## config.mk

```make
export PLATFORM = sky130hd
export DESIGN_NAME = trunc
export DESIGN_NICKNAME = d
export VERILOG_FILES = /design/src/rtl/trunc.sv
export SDC_FILE = /design/constraint.sdc
export NUM_CORES = 1
export LEC_CHECK = 0
export BUFFER_PORTS_ARGS = -buffer_cell sky130_fd_sc_hd__buf_2
export CORE_MARGIN = 4
export CORE_UTILIZATION = 52
export DETAILED_ROUTE_END_ITERATION = 7
export PLACE_DENSITY = 0.85
export SYNTH_ARGS = -nofsm -noshare
export SYNTH_HDL_FRONTEND = slang
export SYNTH_SLANG_ARGS = --single-unit
export TNS_END_PERCENT = 1
```

## constraint.sdc

```tcl
create_clock -name clk_i -period 1.75 [get_ports clk_i]
set_input_delay 0.0875 -clock clk_i [delete_from_list [all_inputs] [get_ports clk_i]]
set_output_delay 0.0875 -clock clk_i [all_outputs]
set_load 0.01 [all_outputs]
```

## src/rtl/trunc.sv

```systemverilog
// rtl/trunc.sv - narrows DATASIZE-bit words to OPERANDSIZE-bit fields through a 2-entry buffer.
// Optional build macro TRUNC_SAT_EN: overflowing words store all-ones instead of the low bits.
module trunc #(
  parameter int DATASIZE    = 16,
  parameter int OPERANDSIZE = 11,
  parameter int CNTSIZE     = 8
) (
  input  logic                   clk_i,
  input  logic                   rst_n_i,
  input  logic [DATASIZE-1:0]    datain_i,
  input  logic                   validin_i,
  output logic                   readyin_o,
  output logic [OPERANDSIZE-1:0] dataout_o,
  output logic                   ovf_o,
  output logic                   validout_o,
  input  logic                   readyout_i,
  output logic [CNTSIZE-1:0]     ovfcnt_o,
  input  logic                   clrcnt_i
);

  logic [1:0][OPERANDSIZE-1:0] data_q, data_d;
  logic [1:0]                  ovf_q, ovf_d;
  logic                        wr_ptr_q, wr_ptr_d;
  logic                        rd_ptr_q, rd_ptr_d;
  logic [1:0]                  occ_q, occ_d;
  logic [CNTSIZE-1:0]          cnt_q, cnt_d;

  logic                   ovf_in;
  logic [OPERANDSIZE-1:0] field_in;
  logic                   push, pop;

  generate
    if (DATASIZE > OPERANDSIZE) begin : g_drop
      assign ovf_in = |datain_i[DATASIZE-1:OPERANDSIZE];
    end else begin : g_pass
      assign ovf_in = 1'b0;
    end
  endgenerate

`ifdef TRUNC_SAT_EN
  assign field_in = ovf_in ? '1 : datain_i[OPERANDSIZE-1:0];
`else
  assign field_in = datain_i[OPERANDSIZE-1:0];
`endif

  // Handshake outputs come straight from occupancy so neither side sees a combinational path.
  assign readyin_o  = (occ_q != 2'd2);
  assign validout_o = (occ_q != 2'd0);
  assign dataout_o  = data_q[rd_ptr_q];
  assign ovf_o      = ovf_q[rd_ptr_q];
  assign ovfcnt_o   = cnt_q;

  assign push = validin_i & readyin_o;
  assign pop  = validout_o & readyout_i;

  always_comb begin
    data_d   = data_q;
    ovf_d    = ovf_q;
    wr_ptr_d = wr_ptr_q;
    rd_ptr_d = rd_ptr_q;
    occ_d    = occ_q;
    cnt_d    = cnt_q;

    if (push) begin
      data_d[wr_ptr_q] = field_in;
      ovf_d[wr_ptr_q]  = ovf_in;
      wr_ptr_d         = ~wr_ptr_q;
    end
    if (pop) begin
      rd_ptr_d = ~rd_ptr_q;
    end

    case ({push, pop})
      2'b10:   occ_d = occ_q + 2'd1;
      2'b01:   occ_d = occ_q - 2'd1;
      default: occ_d = occ_q;
    endcase

    // Clear wins over a same-cycle increment; the count sticks at all-ones.
    if (clrcnt_i) begin
      cnt_d = '0;
    end else if (push && ovf_in && (cnt_q != '1)) begin
      cnt_d = cnt_q + CNTSIZE'(1);
    end
  end

  always_ff @(posedge clk_i or negedge rst_n_i) begin
    if (!rst_n_i) begin
      data_q   <= '0;
      ovf_q    <= '0;
      wr_ptr_q <= 1'b0;
      rd_ptr_q <= 1'b0;
      occ_q    <= 2'd0;
      cnt_q    <= '0;
    end else begin
      data_q   <= data_d;
      ovf_q    <= ovf_d;
      wr_ptr_q <= wr_ptr_d;
      rd_ptr_q <= rd_ptr_d;
      occ_q    <= occ_d;
      cnt_q    <= cnt_d;
    end
  end

endmodule
```

==> key figures, run 1 <==
Run status
  • Status: complete, no violations

Synthesis
  • FFs w/ async S/R, synth: 1.00
  • Synth top area share: 0.515
  • Syn_area_per_cell: 12.9 um^2
  • Post-synth cell types: 36
  • Post-Syn Area: 1750 um^2
  • Synth top cells by count: 36 x dfrtp_1, 36 x mux2_2, 7 x nand2_1, 7 x nor2_1, 4 x nand3_1
  • #FFs+latches synth: 36
  • Sequential area share after synthesis: 0.515
  • YS warnings: 0
  • Top cells by area, synth: dfrtp_1 52%, mux2_2 23%, nand2_1 1.5%, nor2_1 1.5%, o311ai_0 1.5%
  • Post-synth top flop: dfrtp_1
  • Syn Inst Count: between 100 and 150
  • Syn nets: 159
  • Post-synth EDFFs: 0
  • Leading area contributor after synthesis: dfrtp_1

Worst setup path
  • Worst Path Required: 1990 ps
  • Setup crit end: ovfcnt_o[4]
  • Worst R2R Start: occ_q[0]
  • R2R cell count: 4
  • R2R setup slack: 70 ps
  • Critical path class: register to register
  • CP endpoint kind: register
  • Worst Setup SP: occ_q[0]
  • Setup crit start kind: register
  • WP data arrival: approximately 1900 ps
  • Worst R2R End: ovfcnt_o[4]
  • Max FO, Critical Path: 7

STA
  • Slew margin rel.: 0.491
  • Hold Violations, Final: 0
  • Final setup viols: 0
  • Slew at the pin closest to its max-slew limit: 764 ps
  • Final Cycle Share: 0.960
  • Max Clock Freq: 0.595 GHz
  • Clock Skews: 5.59 ps
  • Final worst path period need: 1680 ps
  • Max-slew violations: 0
  • Final WS setup: 69.9 ps

Floorplanning
  • Die X: ~66 um
  • Die area: 4360 um^2
  • Chip Height: 66 um
  • Rows: 20
  • IO Pins: 43
  • Initial core utilization: 0.559
  • Core area: 3130 um^2

Route
  • Metal-1 WL: 1510 um
  • Met2 routed WL: 1740 um
  • Routed wire per std cell: 15.1 um
  • Residual DRC: 0
  • DR vias: 1263
  • Antenna-violating nets left: 0
  • Top sig layer: met4
  • Pre-Repair DR Iteration Count: 4
  • Routed WL: roughly 3600 um
  • Via/cell ratio: between 5 and 6
  • Starting DRC count in detailed routing: 44
  • DR WL met3: 240 um

CTS
  • CTS Buf Count: 5
  • CTS sink cnt: 36
  • Clock buffer depth: 2
  • Worst skew pair latency: 340 ps
  • Setup repair bufs after CTS: 0
  • Clock slew at reported path FFs: approximately 100 ps
  • Clk root buf: clkbuf_4
  • # H-tree levels: 2
  • CTS tree: built

Global routing
  • All-Layer GR Usage: 0.185
  • Initial antenna violation count: 0
  • Vias in the first global route: between 1k and 1.5k
  • First-pass GRT wire length: around 6000 um
  • Largest net degree at the start of global routing: 37
  • Congestion Overflow GR: 0

Pwr
  • Cell Pwr Density: ~1500 nW/um^2
  • Largest vdd supply drop: ~0.0009 V
  • Leak pwr: 0.991 nW

Min path
  • Hold Crit Class: primary input to register

Placement
  • Place WS: 73.6 ps
  • Placed cell area: 1980 um^2
  • Gpl congestion: 0.805
  • DP HPWL: 2400 um
  • Port Buffer Count: 42

Job
  • Max cap viols: 0

Cells and area
  • NumNets Final: 215
  • Final instance area: 2190 um^2
  • Fillers: 231
  • Share of layout cells above drive strength 1: 0.508
  • Area delta synth->final: 25.3%
  • Diodes inserted: 0
## where the power goes
group          leakage [nW]  switching [mW]  internal [mW]
combinational         0.513           0.570          0.794
clock                0.0422           0.261          0.299
sequential            0.436           0.247           1.17
total                 0.991            1.08           2.27
## metrics by stage
| stage | hold WS, ps | total power [mW] | utilization | setup TNS [ps] | instances |
|---|---|---|---|---|---|
| CTS | 41.2 | 3.36 | 0.694 | 0 | 237 |
| floorplan | -208 | 2.37 | - | 0 | 136 |
| finish | 60.5 | 3.34 | 0.700 | 0 | 237 |
| detailed placement | 206 | 2.77 | 0.632 | 0 | 217 |
| global route | 44.9 | 3.61 | 0.700 | -74.6 | 237 |
| global placement | 189 | 2.69 | 0.632 | 0 | 217 |
## cells in the final DEF, fill, tap and decap left out, drive strengths merged, types with 3 or more instances in the layout
cell type / synthesis / layout
o311ai: 3 / 3
nor2b: 3 / 3
nor2: 8 / 8
nand2: 7 / 7
dlygate4sd3: 0 / 12
buf: 5 / 44
dfrtp: 36 / 36
clkbuf: 2 / 6
nand3: 4 / 4
xnor2: 3 / 3
mux2: 37 / 37
o21ai: 3 / 3
## per-layer routing
layer	global-route usage	vias to the layer above
met3	0.0646	10
met5	0	-
met2	0.312	46
met1	0.218	600
met4	0.0685	0
li1	-	607
## worst max-delay path, cell delays in order, from the launching register on
cell and delay (ps):
dfrtp_1 450, nand2b_2 230, nand4_1 200, nor4b_2 330, mux2_2 370
## registers in the layout (all words and copies together), names as in the netlist
register / count
wr_ptr_q: 1
rd_ptr_q: 1
ovfcnt_o: 8
ovf_q: 2
data_q: 22
occ_q: 2
## how the worst min path moves through the flow
stage / to / from / depth (start not counted)
finish: ovfcnt_o[3] / clrcnt_i / 2
global route: ovfcnt_o[3] / clrcnt_i / 2
CTS: ovfcnt_o[3] / clrcnt_i / 2
detailed placement: data_q[1] / rst_n_i / 1
global placement: data_q[12] / rst_n_i / 1
floorplan: data_q[0] / rst_n_i / 0
## cell type report
class / instances / area, um^2 / share of cell area
sequential: 36 / 902 / 0.412
multi-input combinational: 91 / 805 / 0.367
timing repair buffer: 56 / 345 / 0.158
tap: 44 / 55.1 / 0.0251
clock buffer: 6 / 41.3 / 0.0188
clock inverter: 2 / 35.0 / 0.0160
inverter: 2 / 7.51 / 0.00343
## logic make-up (layout without fill, tap and decap cells)
family	after synthesis	after routing	synth area share
buf+inv	9	66	0.0350
flops	36	36	0.515
compound gates	13	13	0.0558
xor+xnor	5	5	0.0250
fa+ha+maj	2	2	0.0143
simple gates	33	33	0.109
mux	38	38	0.246
## what timing repair did
action,CTS,global route
hold buffers,12,0
resized for setup,0,5
endpoints found under the setup margin,0,15
endpoints found under the hold margin,58,0
Power figures use the tool's default switching activity.
==> run 2, diff against run 1 <==
- CORE_UTILIZATION: 52 -> 45
- CTS_CLUSTER_SIZE: unset -> 8
- PLACE_DENSITY: 0.85 -> 0.76
==> run 2 against run 1 <==
- via count fell by 2.7%
- final cell count fell by 2.5%
- sequential power barely moved
- die area grew 14%
- clock power up 28%
- total power up 3.6%
- core utilization down 13 points
- flip-flop and latch count stayed put
- count of clock-buffer cells in the layout shrank 1
- register-to-register slack gained 40 ps
- maximum frequency increased by 2.2%
- largest cell class unchanged
==> key figures, run 2 (synthesis results as in run 1) <==
Floorplanning
  • IO Pins: 43 (unchanged)
  • Die X: 70.3 um (+6.6%)
  • Rows: 22 (+10%)
  • Chip Height: 70.3 um (+6.6%)
  • Core area: 3720 um^2 (+19%)
  • Initial core utilization: 0.471 (-0.0885)
  • Die area: 4950 um^2 (+14%)

Pwr
  • Cell Pwr Density: 1630 nW/um^2 (+6.9%)
  • Pwr Total: 3.46 mW (+3.6%)
  • Internal power: 2.37 mW (+4.5%)
  • Share of power burned in registers: 0.408 (-0.017)
  • Leak pwr: 0.966 nW (-2.5%)
  • Largest vdd supply drop: 0.000612 V (-32%)
  • Clock power share: 0.207 (+0.039)
  • Switching Fraction: 0.316 (-0.00622)
  • Logic pwr share: 0.386 (-0.022)
  • Sw Pwr: 1.09 mW (+1.6%)

STA
  • Final Cycle Share: 0.939 (-0.0208)
  • Total negative setup slack: 0 ps (unchanged)
  • Clock Skews: 4.09 ps (-1.49 ps)
  • Slew at the pin closest to its max-slew limit: 797 ps (+33.7 ps)
  • Final setup viols: 0 (unchanged)
  • Hold Violations, Final: 0 (unchanged)
  • Final worst path period need: 1640 ps (-36.5 ps)
  • Max-slew violations: 0 (unchanged)
  • Slew margin rel.: 0.468 (-0.0225)
  • RSZ-0062 raised after global routing: no
  • Max Clock Freq: 0.608 GHz (+2.2%)

Route
  • Met2 routed WL: 1690 um (-3.0%)
  • Routed WL: 3490 um (-2.2%)
  • Antenna-violating nets left: 0 (unchanged)
  • Routed wire per std cell: 15.1 um (+0.33%)
  • Residual DRC: 0 (unchanged)
  • Via/cell ratio: 5.32 (-0.16%)
  • Top sig layer: met4
  • Pre-Repair DR Iteration Count: 6 (+2)
  • Metal-1 WL: 1530 um (+0.99%)
  • DR WL met3: 214 um (-11%)
  • DR vias: 1229 (-2.7%)
  • Starting DRC count in detailed routing: 46 (+4.5%)

Worst setup path
  • Setup crit start kind: register
  • Worst R2R Start: occ_q[0]
  • WP data arrival: 1820 ps (-100 ps)
  • Worst Setup SP: occ_q[0]
  • Cell Chain, Critical Path: nand2b_1, nand4_1, nor4b_2, mux2_2
  • Critical path class: register to register
  • CP endpoint kind: register
  • Critical Path Slowest Stage Cell: dfrtp_1
  • Worst Path Required: 1920 ps (-70 ps)
  • Slowest Stage Delay on Critical Path: 410 ps (-40 ps)
  • Max FO, Critical Path: 7 (unchanged)

Min path
  • Hold Crit Start: datain_i[7]
  • Hold Crit Class: primary input to register

Cells and area
  • Number of flip-flops in the largest register: 22 (unchanged)
  • Share of layout cells above drive strength 1: 0.530 (+0.0223)
  • Most frequent cells in the layout: 42 x buf_2, 36 x mux2_2, 36 x dfrtp_1
  • Diodes inserted: 0 (unchanged)
  • Most common cell after layout, fill and taps aside: buf_2
  • Area delta synth->final: 21.3%
  • NumNets Final: 205 (-4.7%)
  • Top reg by flops: data_q

CTS
  • Clock slew at reported path FFs: 70 ps (-30 ps)
  • Clk root buf: clkbuf_8
  • CTS sink cnt: 36 (unchanged)
  • CTS Buf Count: 5 (unchanged)
  • Clock buffer depth: 2 (unchanged)
  • # H-tree levels: 2 (unchanged)
  • CTS tree: built
  • Worst skew pair latency: 290 ps (-50 ps)

Global routing
  • Congestion Overflow GR: 0 (unchanged)
  • First-pass GRT wire length: 6070 um (+0.81%)
  • Initial antenna violation count: 0 (unchanged)
  • Vias in the first global route: 1315 (-0.45%)
  • All-Layer GR Usage: 0.153 (-0.0321)
  • Largest net degree at the start of global routing: 37 (unchanged)

Placement
  • Gpl congestion: 0.833 (+3.5%)
  • Port Buffer Count: 42 (unchanged)
  • DP HPWL: 2520 um (+5.0%)

Run status
  • Status: complete, no violations

Job
  • Max cap viols: 0 (unchanged)
run 2: changes by cell type in the layout (fill, tap and decap cells not counted), sizes merged:
cell         previous run  this run
clkinvlp                0         1
clkbuf                  6         5
dlygate4sd3            12         1
buf                    44        45
run 2: worst max-delay path, delay by kind of cell (launching register included):
kind,cells,cell delay (ps)
simple gates,3,760
flops,1,410
mux,1,360
run 2: metal layers:
layer,up-vias,track usage
met4,0,0.0638
met2,39,0.246
met3,6,0.0388
li1,582,-
met1,602,0.195
met5,-,0
run 2: per-stage QoR:
stage | util | hold WS (ps) | std cells | area, um^2 | worst slack (ps)
2_1_floorplan | - | -208 | 136 | 1750 | 185
4_1_cts | 0.568 | 37.4 | 231 | 2110 | 64.2
3_5_place_dp | 0.535 | 217 | 222 | 1990 | 71.6
5_1_grt | 0.571 | 48.8 | 231 | 2120 | 15.9
6_report | 0.571 | 45.8 | 231 | 2120 | 106
3_3_place_gp | 0.535 | 195 | 222 | 1990 | 148
run 2: worst paths after layout:
| check | slack, ps | to | cells past startpoint |
|---|---|---|---|
| worst max-delay path | 110 | ovfcnt_o[4] | 4 |
| worst min-delay path | 50 | data_q[18] | 2 |
| worst max register to register | 110 | ovfcnt_o[4] | 4 |
| worst min register to register | 490 | occ_q[1] | 1 |
| max in group asynchronous | 830 | data_q[7] | 2 |
| min in group asynchronous | 420 | rd_ptr_q | 2 |
run 2: timing repair:
| item | CTS | global route |
|---|---|---|
| buffers inserted | 0 | 0 |
| gates resized for setup | 0 | 2 |
| hold buffers | 1 | 0 |
| endpoints found under the hold margin | 36 | 0 |
| endpoints found under the setup margin | 0 | 2 |
run 2: final cells by class:
| cell class | instances | area [um^2] |
|---|---|---|
| Timing Repair Buffer | 46 | 243 |
| Fill cell | 335 | 1590 |
| Sequential cell | 36 | 901 |
| Inverter | 2 | 7.51 |
| Tap cell | 48 | 60.1 |
| Clock buffer | 5 | 68.8 |
| Clock inverter | 3 | 42.5 |
| Multi-Input combinational cell | 91 | 800 |
run 2: power by group through the flow:
stage | sequential (mW) | combinational [mW] | clock (mW)
4_1_cts | 1.42 | 1.36 | 0.739
2_1_floorplan | 1.33 | 1.04 | 0
3_3_place_gp | 1.39 | 1.31 | 0
5_1_grt | 1.46 | 1.47 | 0.771
3_5_place_dp | 1.44 | 1.35 | 0
6_report | 1.41 | 1.34 | 0.716
